**src/rtl/reaction_interval_meter_if.sv**
```systemverilog
// Control and result bundle between the timer chain, the reaction meter and the score/display logic.
// master drives the events and ticks; slave is the meter that returns the measurement.
interface reaction_interval_meter_if #(
  parameter int unsigned CNT_WIDTH = 16
);
  logic                 enable;
  logic                 tick_1ms;
  logic                 start;
  logic                 stop_evt;
  logic                 clear;
  logic                 busy;
  logic [CNT_WIDTH-1:0] elapsed_ms;
  logic                 result_valid;
  logic                 done_pulse;
  logic                 too_fast;
  logic                 timeout;

  modport master (
    output enable, tick_1ms, start, stop_evt, clear,
    input  busy, elapsed_ms, result_valid, done_pulse, too_fast, timeout
  );

  modport slave (
    input  enable, tick_1ms, start, stop_evt, clear,
    output busy, elapsed_ms, result_valid, done_pulse, too_fast, timeout
  );
endinterface

```
**src/rtl/reaction_interval_meter.sv**
```systemverilog
// Measures start-to-stop interval in 1 ms ticks.
// Flags each result as valid, too fast or timed out, and holds it until the next start or clear.
module reaction_interval_meter #(
  parameter int unsigned CNT_WIDTH = 16,
  parameter int unsigned MAX_MS    = 9999,
  parameter int unsigned MIN_MS    = 100
) (
  input  logic                     clk,
  input  logic                     rst,
  reaction_interval_meter_if.slave bus
);

  localparam logic [CNT_WIDTH-1:0] MAX_CNT = CNT_WIDTH'(MAX_MS);
  localparam logic [CNT_WIDTH-1:0] MIN_CNT = CNT_WIDTH'(MIN_MS);

  // Elaboration-time sanity of the threshold parameters
  if (64'(MAX_MS) >= (64'd1 << CNT_WIDTH)) begin : g_chk_max
    $error("reaction_interval_meter: MAX_MS does not fit in CNT_WIDTH");
  end
  if (MIN_MS > MAX_MS) begin : g_chk_min
    $error("reaction_interval_meter: MIN_MS exceeds MAX_MS");
  end

  typedef enum logic [1:0] {
    ST_IDLE = 2'd0,
    ST_RUN  = 2'd1,
    ST_DONE = 2'd2,
    ST_TMO  = 2'd3
  } state_t;

  state_t               state_q, state_d;
  logic [CNT_WIDTH-1:0] cnt_q, cnt_d;
  logic                 busy_q, busy_d;
  logic                 valid_q, valid_d;
  logic                 done_q, done_d;
  logic                 too_fast_q, too_fast_d;
  logic                 timeout_q, timeout_d;
  logic                 tick_ok;
  logic [CNT_WIDTH-1:0] cnt_inc;

  always_ff @(posedge clk) begin
    if (rst) begin
      state_q    <= ST_IDLE;
      cnt_q      <= '0;
      busy_q     <= 1'b0;
      valid_q    <= 1'b0;
      done_q     <= 1'b0;
      too_fast_q <= 1'b0;
      timeout_q  <= 1'b0;
    end else begin
      state_q    <= state_d;
      cnt_q      <= cnt_d;
      busy_q     <= busy_d;
      valid_q    <= valid_d;
      done_q     <= done_d;
      too_fast_q <= too_fast_d;
      timeout_q  <= timeout_d;
    end
  end

  // Next state and counter; priority clear > stop (RUN) > start > tick.
  // The counter register doubles as the latched result in DONE/TMO.
  always_comb begin
    state_d    = state_q;
    cnt_d      = cnt_q;
    done_d     = 1'b0;
    busy_d     = 1'b0;
    valid_d    = 1'b0;
    too_fast_d = 1'b0;
    timeout_d  = 1'b0;
    tick_ok    = bus.tick_1ms & bus.enable;
    cnt_inc    = cnt_q + CNT_WIDTH'(tick_ok);

    if (bus.clear) begin
      state_d = ST_IDLE;
      cnt_d   = '0;
    end else begin
      unique case (state_q)
        ST_IDLE: begin
          if (bus.start) begin
            state_d = ST_RUN;
            cnt_d   = '0;
          end
        end
        ST_RUN: begin
          if (bus.stop_evt) begin
            // cnt_q < MAX_CNT in RUN, so cnt_inc never exceeds MAX_CNT
            state_d = ST_DONE;
            cnt_d   = cnt_inc;
            done_d  = 1'b1;
          end else if (bus.start) begin
            cnt_d = '0;
          end else if (tick_ok) begin
            if (cnt_inc == MAX_CNT) begin
              state_d = ST_TMO;
              done_d  = 1'b1;
            end
            cnt_d = cnt_inc;
          end
        end
        ST_DONE, ST_TMO: begin
          if (bus.start) begin
            state_d = ST_RUN;
            cnt_d   = '0;
          end
        end
        default: begin
          state_d = ST_IDLE;
          cnt_d   = '0;
        end
      endcase
    end

    busy_d     = (state_d == ST_RUN);
    valid_d    = (state_d == ST_DONE) || (state_d == ST_TMO);
    timeout_d  = (state_d == ST_TMO);
    too_fast_d = (state_d == ST_DONE) && (cnt_d < MIN_CNT);
  end

  assign bus.busy         = busy_q;
  assign bus.elapsed_ms   = cnt_q;
  assign bus.result_valid = valid_q;
  assign bus.done_pulse   = done_q;
  assign bus.too_fast     = too_fast_q;
  assign bus.timeout      = timeout_q;

endmodule
```
**src/flat_wrapper.sv**
```systemverilog
// flat-port wrapper written by rule: the top's interface ports become plain ports
module reaction_interval_meter_flat 
#(
  parameter int unsigned CNT_WIDTH = 16,
  parameter int unsigned MAX_MS    = 9999,
  parameter int unsigned MIN_MS    = 100
)
  (clk, rst, bus_enable, bus_tick_1ms, bus_start, bus_stop_evt, bus_clear, bus_busy, bus_elapsed_ms, bus_result_valid, bus_done_pulse, bus_too_fast, bus_timeout);
  reaction_interval_meter_if #(.CNT_WIDTH(CNT_WIDTH)) bus_i ();
  input  logic clk;
  input  logic rst;
  input wire logic [$bits(bus_i.enable)-1:0] bus_enable;
  input wire logic [$bits(bus_i.tick_1ms)-1:0] bus_tick_1ms;
  input wire logic [$bits(bus_i.start)-1:0] bus_start;
  input wire logic [$bits(bus_i.stop_evt)-1:0] bus_stop_evt;
  input wire logic [$bits(bus_i.clear)-1:0] bus_clear;
  output wire logic [$bits(bus_i.busy)-1:0] bus_busy;
  output wire logic [$bits(bus_i.elapsed_ms)-1:0] bus_elapsed_ms;
  output wire logic [$bits(bus_i.result_valid)-1:0] bus_result_valid;
  output wire logic [$bits(bus_i.done_pulse)-1:0] bus_done_pulse;
  output wire logic [$bits(bus_i.too_fast)-1:0] bus_too_fast;
  output wire logic [$bits(bus_i.timeout)-1:0] bus_timeout;
  assign bus_i.enable = bus_enable;
  assign bus_i.tick_1ms = bus_tick_1ms;
  assign bus_i.start = bus_start;
  assign bus_i.stop_evt = bus_stop_evt;
  assign bus_i.clear = bus_clear;
  assign bus_busy = bus_i.busy;
  assign bus_elapsed_ms = bus_i.elapsed_ms;
  assign bus_result_valid = bus_i.result_valid;
  assign bus_done_pulse = bus_i.done_pulse;
  assign bus_too_fast = bus_i.too_fast;
  assign bus_timeout = bus_i.timeout;
  reaction_interval_meter #(.CNT_WIDTH(CNT_WIDTH), .MAX_MS(MAX_MS), .MIN_MS(MIN_MS)) u_core (.clk(clk), .rst(rst), .bus(bus_i));
endmodule
```
**config.mk**
```make
export PLATFORM = sky130hd
export DESIGN_NAME = reaction_interval_meter_flat
export DESIGN_NICKNAME = d
export VERILOG_FILES = /design/src/rtl/reaction_interval_meter_if.sv /design/src/rtl/reaction_interval_meter.sv /design/src/flat_wrapper.sv
export SDC_FILE = /design/constraint.sdc
export NUM_CORES = 1
export LEC_CHECK = 0
export CAP_MARGIN = 0
export CORE_MARGIN = 1.5
export CORE_UTILIZATION = 57
export CTS_CLUSTER_DIAMETER = 150
export DETAILED_ROUTE_END_ITERATION = 16
export GPL_ROUTABILITY_DRIVEN = 0
export GPL_TIMING_DRIVEN = 0
export PLACE_DENSITY = 0.93
export SYNTH_ARGS = -nofsm -noshare
export SYNTH_HDL_FRONTEND = slang
export SYNTH_SLANG_ARGS = --single-unit
```
**constraint.sdc**
```tcl
create_clock -name clk -period 4.12 [get_ports clk]
set_clock_uncertainty 0.05 [all_clocks]
set_input_delay 0.412 -clock clk [delete_from_list [all_inputs] [get_ports clk]]
set_output_delay 0.412 -clock clk [all_outputs]
set_load 0.005 [all_outputs]
```
==> results of run 1 <==
[cell type report]
cell class | count | area, µm² | area share, %
Multi-Input combinational cell | 171 | 1100 | 53.6
Clock buffer | 3 | 22.5 | 1.09
Buffer | 17 | 131 | 6.38
Inverter | 6 | 22.5 | 1.09
Clock inverter | 1 | 30.0 | 1.46
Timing Repair Buffer | 27 | 270 | 13.1
Tap cell | 31 | 38.8 | 1.88
Sequential cell | 22 | 440 | 21.4
[flip-flops by register name, summed over array words and instances, names as in the netlist]
signal                 cells
u_core.bus.elapsed_ms     16
u_core.state_q             2
u_core.bus.busy            1
u_core.bus.done_pulse      1
u_core.bus.timeout         1
u_core.bus.too_fast        1
[stage by stage]
| stage | util (%) | total power (W) | cells | area, µm² | hold WS (ns) |
|---|---|---|---|---|---|
| 6_report | 74.0 | 0.000427 | 278 | 2060 | 0.519 |
| 5_1_grt | 74.0 | 0.000439 | 278 | 2060 | 0.585 |
| 4_1_cts | 74.0 | 0.000425 | 278 | 2060 | 0.524 |
| 3_5_place_dp | 72.2 | 0.000260 | 274 | 2010 | 0.505 |
| 3_3_place_gp | 72.2 | 0.000259 | 274 | 2010 | 0.491 |
| 2_1_floorplan | - | 0.000242 | 216 | 1700 | 0.479 |
[cells in the final DEF, fill, tap and decap left out, types with 6 or more instances in the layout]
master           instances
a21oi_1                 16
clkbuf_1                 6
clkdlybuf4s50_1         27
dfxtp_1                 22
inv_1                    6
nand2_1                 14
nand3_1                 10
nand4_1                  6
nor2_1                  29
o21ai_0                  8
[worst paths after layout]
| kind | to | start | slack, ns |
|---|---|---|---|
| hold / removal | u_core.bus.elapsed_ms[15] | u_core.bus.elapsed_ms[15] | 0.52 |
| setup reg to reg | u_core.bus.busy | u_core.bus.elapsed_ms[0] | 1.32 |
| setup / recovery | u_core.bus.busy | bus_tick_1ms | 0.89 |
| hold reg to reg | u_core.bus.elapsed_ms[15] | u_core.bus.elapsed_ms[15] | 0.52 |
[routing by layer]
metal | track usage [%] | routed length, µm | part of all wire, % | vias up
li1 | - | - | - | 855
met1 | 36.5 | 1800 | 40 | 835
met2 | 44.8 | 2070 | 46 | 114
met3 | 7.48 | 536 | 12 | 19
met4 | 11.3 | 138 | 3.0 | 0
met5 | 0 | 0 | 0 | -
[where the power goes]
part	total (W)	switching, W	internal [W]	leakage, nW
clock	0.000171	0.0000723	0.0000984	0.0279
combinational	0.0000418	0.0000256	0.0000162	0.560
sequential	0.000215	0.000000766	0.000214	0.178
[worst max-delay path: stages]
cell and delay [ns]:
clkdlybuf4s50_1 0.52, and2_1 0.21, ha_1 0.29, ha_1 0.31, nand3_1 0.22, o31a_1 0.33
a311oi_2 0.25, o22ai_1 0.17, nor4b_4 0.39, a21oi_1 0.09, and3_1 0.21
[cell families (layout without fill, tap and decap cells)]
logic type / after synthesis / count (layout) / synth area share [%]
and+or+nand+nor: 102 / 102 / 34.7
AOI/OAI and AO/OA: 56 / 56 / 22.6
buffers and inverters: 23 / 54 / 9.06
DFF: 22 / 22 / 25.9
xor gates and xnor gates: 6 / 6 / 3.10
muxes: 4 / 4 / 2.36
adders and majority gates: 3 / 3 / 2.21
==> results.sh, run 1 <==
export IMPL_status="finished clean"
export IMPL_synth_nets=226
export IMPL_cts_resized=0
export IMPL_end_kind="flop"
export IMPL_ys_types=57
export IMPL_ant_nets=0
export IMPL_portBuffers=27
export IMPL_nets=258
export IMPL_critPathKind="primary input to flop"
export IMPL_nFillCells=210
export IMPL_first_pass_iters=5
export IMPL_netlist_instances=216
export IMPL_layout_drive_gt1_share_pct=12.6
export IMPL_clockBufferDepth=2
export IMPL_diodes=0
export IMPL_core_mm2=0.00278
export IMPL_crit_arrival_ns=3.40
export IMPL_grt_pass1_wl_um=7360
export IMPL_drc_errors=0
export IMPL_seq_area_frac_synth_pct=25.9
export IMPL_worstPathRequired_ns=4.30
export IMPL_rsz0062_at_grt="no"
export IMPL_postCtsSetupRepairBufs=0
export IMPL_yosys_top_cells_count="nor2_1, dfxtp_1, a21oi_1, nand2_1, nand3_1"
export IMPL_power_density_mw_per_mm2=208
export IMPL_area_growth_pct=21.3
export IMPL_cts_sinks=22
export IMPL_pre_cts_ws_ns=0.613
export IMPL_dieArea_mm2=0.00331
export IMPL_hold_path_depth=2
export IMPL_grt_max_degree=14
export IMPL_routed_wirelength_um=4540
export IMPL_synth_main_ff_cell="dfxtp_1"
export IMPL_final_setup_viol_count=0
export IMPL_syn_area_mm2=0.00170
export IMPL_cts_tree="built"
export IMPL_clock_latency_ns=0.32
export IMPL_drv_slew=0
export IMPL_period_minus_slack_ns=3.23
export IMPL_grt_pass1_vias=1595
export IMPL_max_freq_mhz=310
export IMPL_yosys_register_bits=22
export IMPL_die_y_um=57.6
export IMPL_syn_avg_cell_area_um2=7.86
export IMPL_wl_per_cell_um=16.3
export IMPL_place_hpwl_um=3340
export IMPL_overflow=0
export IMPL_fp_row_count=19
export IMPL_netlist_top_cell_by_area="dfxtp_1"
export IMPL_grt_total_usage_pct=28.3
export IMPL_setup_tns_ns=0
export IMPL_synth_top_area_share_pct=25.9
export IMPL_fin_crit_sh_pct=78.3
export IMPL_cts_buffers_inserted=3
export IMPL_max_cap_violations=0
export IMPL_cts_htree_levels=1
export IMPL_leakage_nw=0.766
export IMPL_relSlewSlack_pct=66.8
export IMPL_hold_class="flop to flop"
export IMPL_hold_buffers=0
export IMPL_initialDrtViolationCount=141
export IMPL_antenna_found_initial=0
export IMPL_crit_fanout=7
export IMPL_cp_start_kind="primary input"
export IMPL_vias=1823
export IMPL_root_buffer="clkbuf_4"
export IMPL_ir_worst_vdd_uv=219
export IMPL_synth_edf_count=0
export IMPL_dieWidth_um=57.6
export IMPL_worst_slew_pin_slew_ns=0.492
export IMPL_yosysMostFrequentCell="nor2_1"
export IMPL_worst_slack_ns=0.893
export IMPL_rr_worst_depth=9
export IMPL_ios=28
export IMPL_hold_viol_final=0
export IMPL_yosys_warnings=0
export IMPL_routed_via_density=6.56
export IMPL_yosys_top_cells_area="dfxtp_1, nor2_1, a21oi_1"
export IMPL_cts_clk_slew_worst_paths_ns=0.13
export IMPL_start_util_pct=61.0
export IMPL_synthArstFlopShare_pct=0
(Power assumes the default switching activity.)
==> inputs of run 2 (changes only) <==
- CORE_UTILIZATION: 57 -> 53
- PLACE_DENSITY: 0.93 -> 0.87
- clock period: 4.12 -> 3.04 ns (I/O delays scaled with it)
==> run 2 against run 1 <==
Critical path depth unchanged. Sequential power increased by 35%. Utilization decreased by 5.6 points. Largest cell class unchanged. Clock power about the same. Via count decreased by 3.0%.
==> results.sh, run 2 (synthesis results as in run 1) <==
export IMPL_worst_slew_pin_slew_ns=0.586
export IMPL_end_kind="flop"
export IMPL_reg2reg_from="u_core.bus.elapsed_ms[0]"
export IMPL_root_buffer="clkbuf_4"
export IMPL_diodes=0
export IMPL_clock_latency_ns=0.32
export IMPL_clockBufferDepth=2
export IMPL_wl_per_cell_um=15.1
export IMPL_ant_nets=0
export IMPL_largest_reg_flops=16
export IMPL_worstPathRequired_ns=3.21
export IMPL_place_area_mm2=0.00202
export IMPL_cts_buffers_inserted=3
export IMPL_cts_htree_levels=1
export IMPL_grt_pass1_vias=1593
export IMPL_hold_start="u_core.bus.elapsed_ms[15]"
export IMPL_drc_errors=0
export IMPL_cts_sinks=22
export IMPL_power_density_mw_per_mm2=247
export IMPL_design_area_mm2=0.00209
export IMPL_rsz0062_at_grt="no"
export IMPL_crit_arrival_ns=3.04
export IMPL_grt_max_degree=13
export IMPL_core_mm2=0.00305
export IMPL_portBuffers=27
export IMPL_area_growth_pct=23.1
export IMPL_path_cells="clkdlybuf4s50_1 -> and2_1 -> ha_2 -> ha_4 -> nand3_2 -> o31a_1 -> a311oi_2 -> o22ai_1 -> nor4b_4 -> a21oi_1 -> and3_1"
export IMPL_hold_class="flop to flop"
export IMPL_first_pass_iters=4
export IMPL_dieArea_mm2=0.00355
export IMPL_place_hpwl_um=3270
export IMPL_routed_wirelength_um=4390
export IMPL_routed_via_density=6.08
export IMPL_ios=28
export IMPL_period_minus_slack_ns=2.87
export IMPL_initialDrtViolationCount=122
export IMPL_crit_fanout=7
export IMPL_slowest_delay_ns=0.52
export IMPL_nets=258
export IMPL_die_y_um=59.6
export IMPL_fp_row_count=20
export IMPL_grt_pass1_wl_um=7380
export IMPL_relSlewSlack_pct=60.4
export IMPL_ir_worst_vdd_uv=197
export IMPL_max_cap_violations=0
export IMPL_slowest_stage="clkdlybuf4s50_1"
export IMPL_dieWidth_um=59.6
export IMPL_critPathKind="primary input to flop"
export IMPL_drv_slew=0
export IMPL_cp_start_kind="primary input"
export IMPL_layout_drive_gt1_share_pct=15.0
export IMPL_grt_total_usage_pct=27.0
export IMPL_final_common_cell="nor2_1"
export IMPL_postCtsSetupRepairBufs=0
export IMPL_cts_clk_slew_worst_paths_ns=0.13
export IMPL_max_freq_mhz=349
export IMPL_overflow=0
export IMPL_vias=1768
export IMPL_hold_ws_ns=0.525
export IMPL_cts_tree="built"
export IMPL_startpoint="bus_tick_1ms"
export IMPL_utilization_pct=68.4
export IMPL_mostFrequentLayoutCells="nor2_1, clkdlybuf4s50_1, dfxtp_1"
export IMPL_fin_crit_sh_pct=94.4
export IMPL_leakage_nw=0.755
export IMPL_status="finished clean"
export IMPL_antenna_found_initial=0
export IMPL_start_util_pct=55.6
export IMPL_final_setup_viol_count=0
export IMPL_hold_viol_final=0
-- run 2: changes by cell type in the layout (fill, tap and decap cells not counted), sizes merged --
cell | previous run | this run
bufinv | 1 | 0
clkbuf | 11 | 12
-- run 2: stage by stage --
step,std cells,power (W),worst slack [ns],TNS [ns]
after floorplan,216,0.000329,0.539,0
after global placement,287,0.000351,-0.299,-1.10
after detailed placement,287,0.000353,-0.336,-1.34
after CTS,291,0.000518,0.00226,0
after global routing,291,0.000540,0.0678,0
final,291,0.000515,0.172,0
-- run 2: critical path, delay by kind of cell --
kind,cells,cell delay [ns]
compound gates,4,0.80
fa+ha+maj,2,0.46
simple gates,4,0.94
buf+inv,1,0.52
-- run 2: timing repair --
action / 4_1_cts / 5_1_grt
endpoints found under the hold margin: 0 / 0
hold buffers: 0 / 0
gates resized for setup: 0 / 7
endpoints found under the setup margin: 0 / 5
-- run 2: power breakdown --
| part | total [W] | internal [W] | switching [W] |
|---|---|---|---|
| combinational | 0.0000561 | 0.0000220 | 0.0000341 |
| sequential | 0.000291 | 0.000290 | 0.00000101 |
| clock | 0.000168 | 0.0000732 | 0.0000949 |
-- run 2: layout make-up --
cell class	instances	area, µm²
sequential	22	440
tap	44	55.1
clock buffer	4	36.3
timing repair buffer	27	270
multi-input combinational	171	1130
fill	263	963
buffer	17	131
inverter	6	22.5
-- run 2: metal layers --
metal	routed length [µm]	global-route usage, %
met1	1900	38.1
met2	2030	41.0
met3	395	5.90
met4	67	8.57
met5	0	0
-- run 2: path summary, 6_finish.rpt --
path	slack (ns)	to	depth (start not counted)
min reg2reg	0.52	u_core.bus.elapsed_ms[15]	2
max	0.17	u_core.bus.busy	11
max reg2reg	0.48	u_core.bus.busy	9
min	0.52	u_core.bus.elapsed_ms[15]	2
==> inputs of run 3 (changes only) <==
- CAP_MARGIN: 0 -> 10
- SETUP_SLACK_MARGIN: default -> 0.05
- SKIP_CTS_REPAIR_TIMING: default -> 1
==> results of run 3 <==
No change in the layout: final DEF, timing and power equal those of run 2.
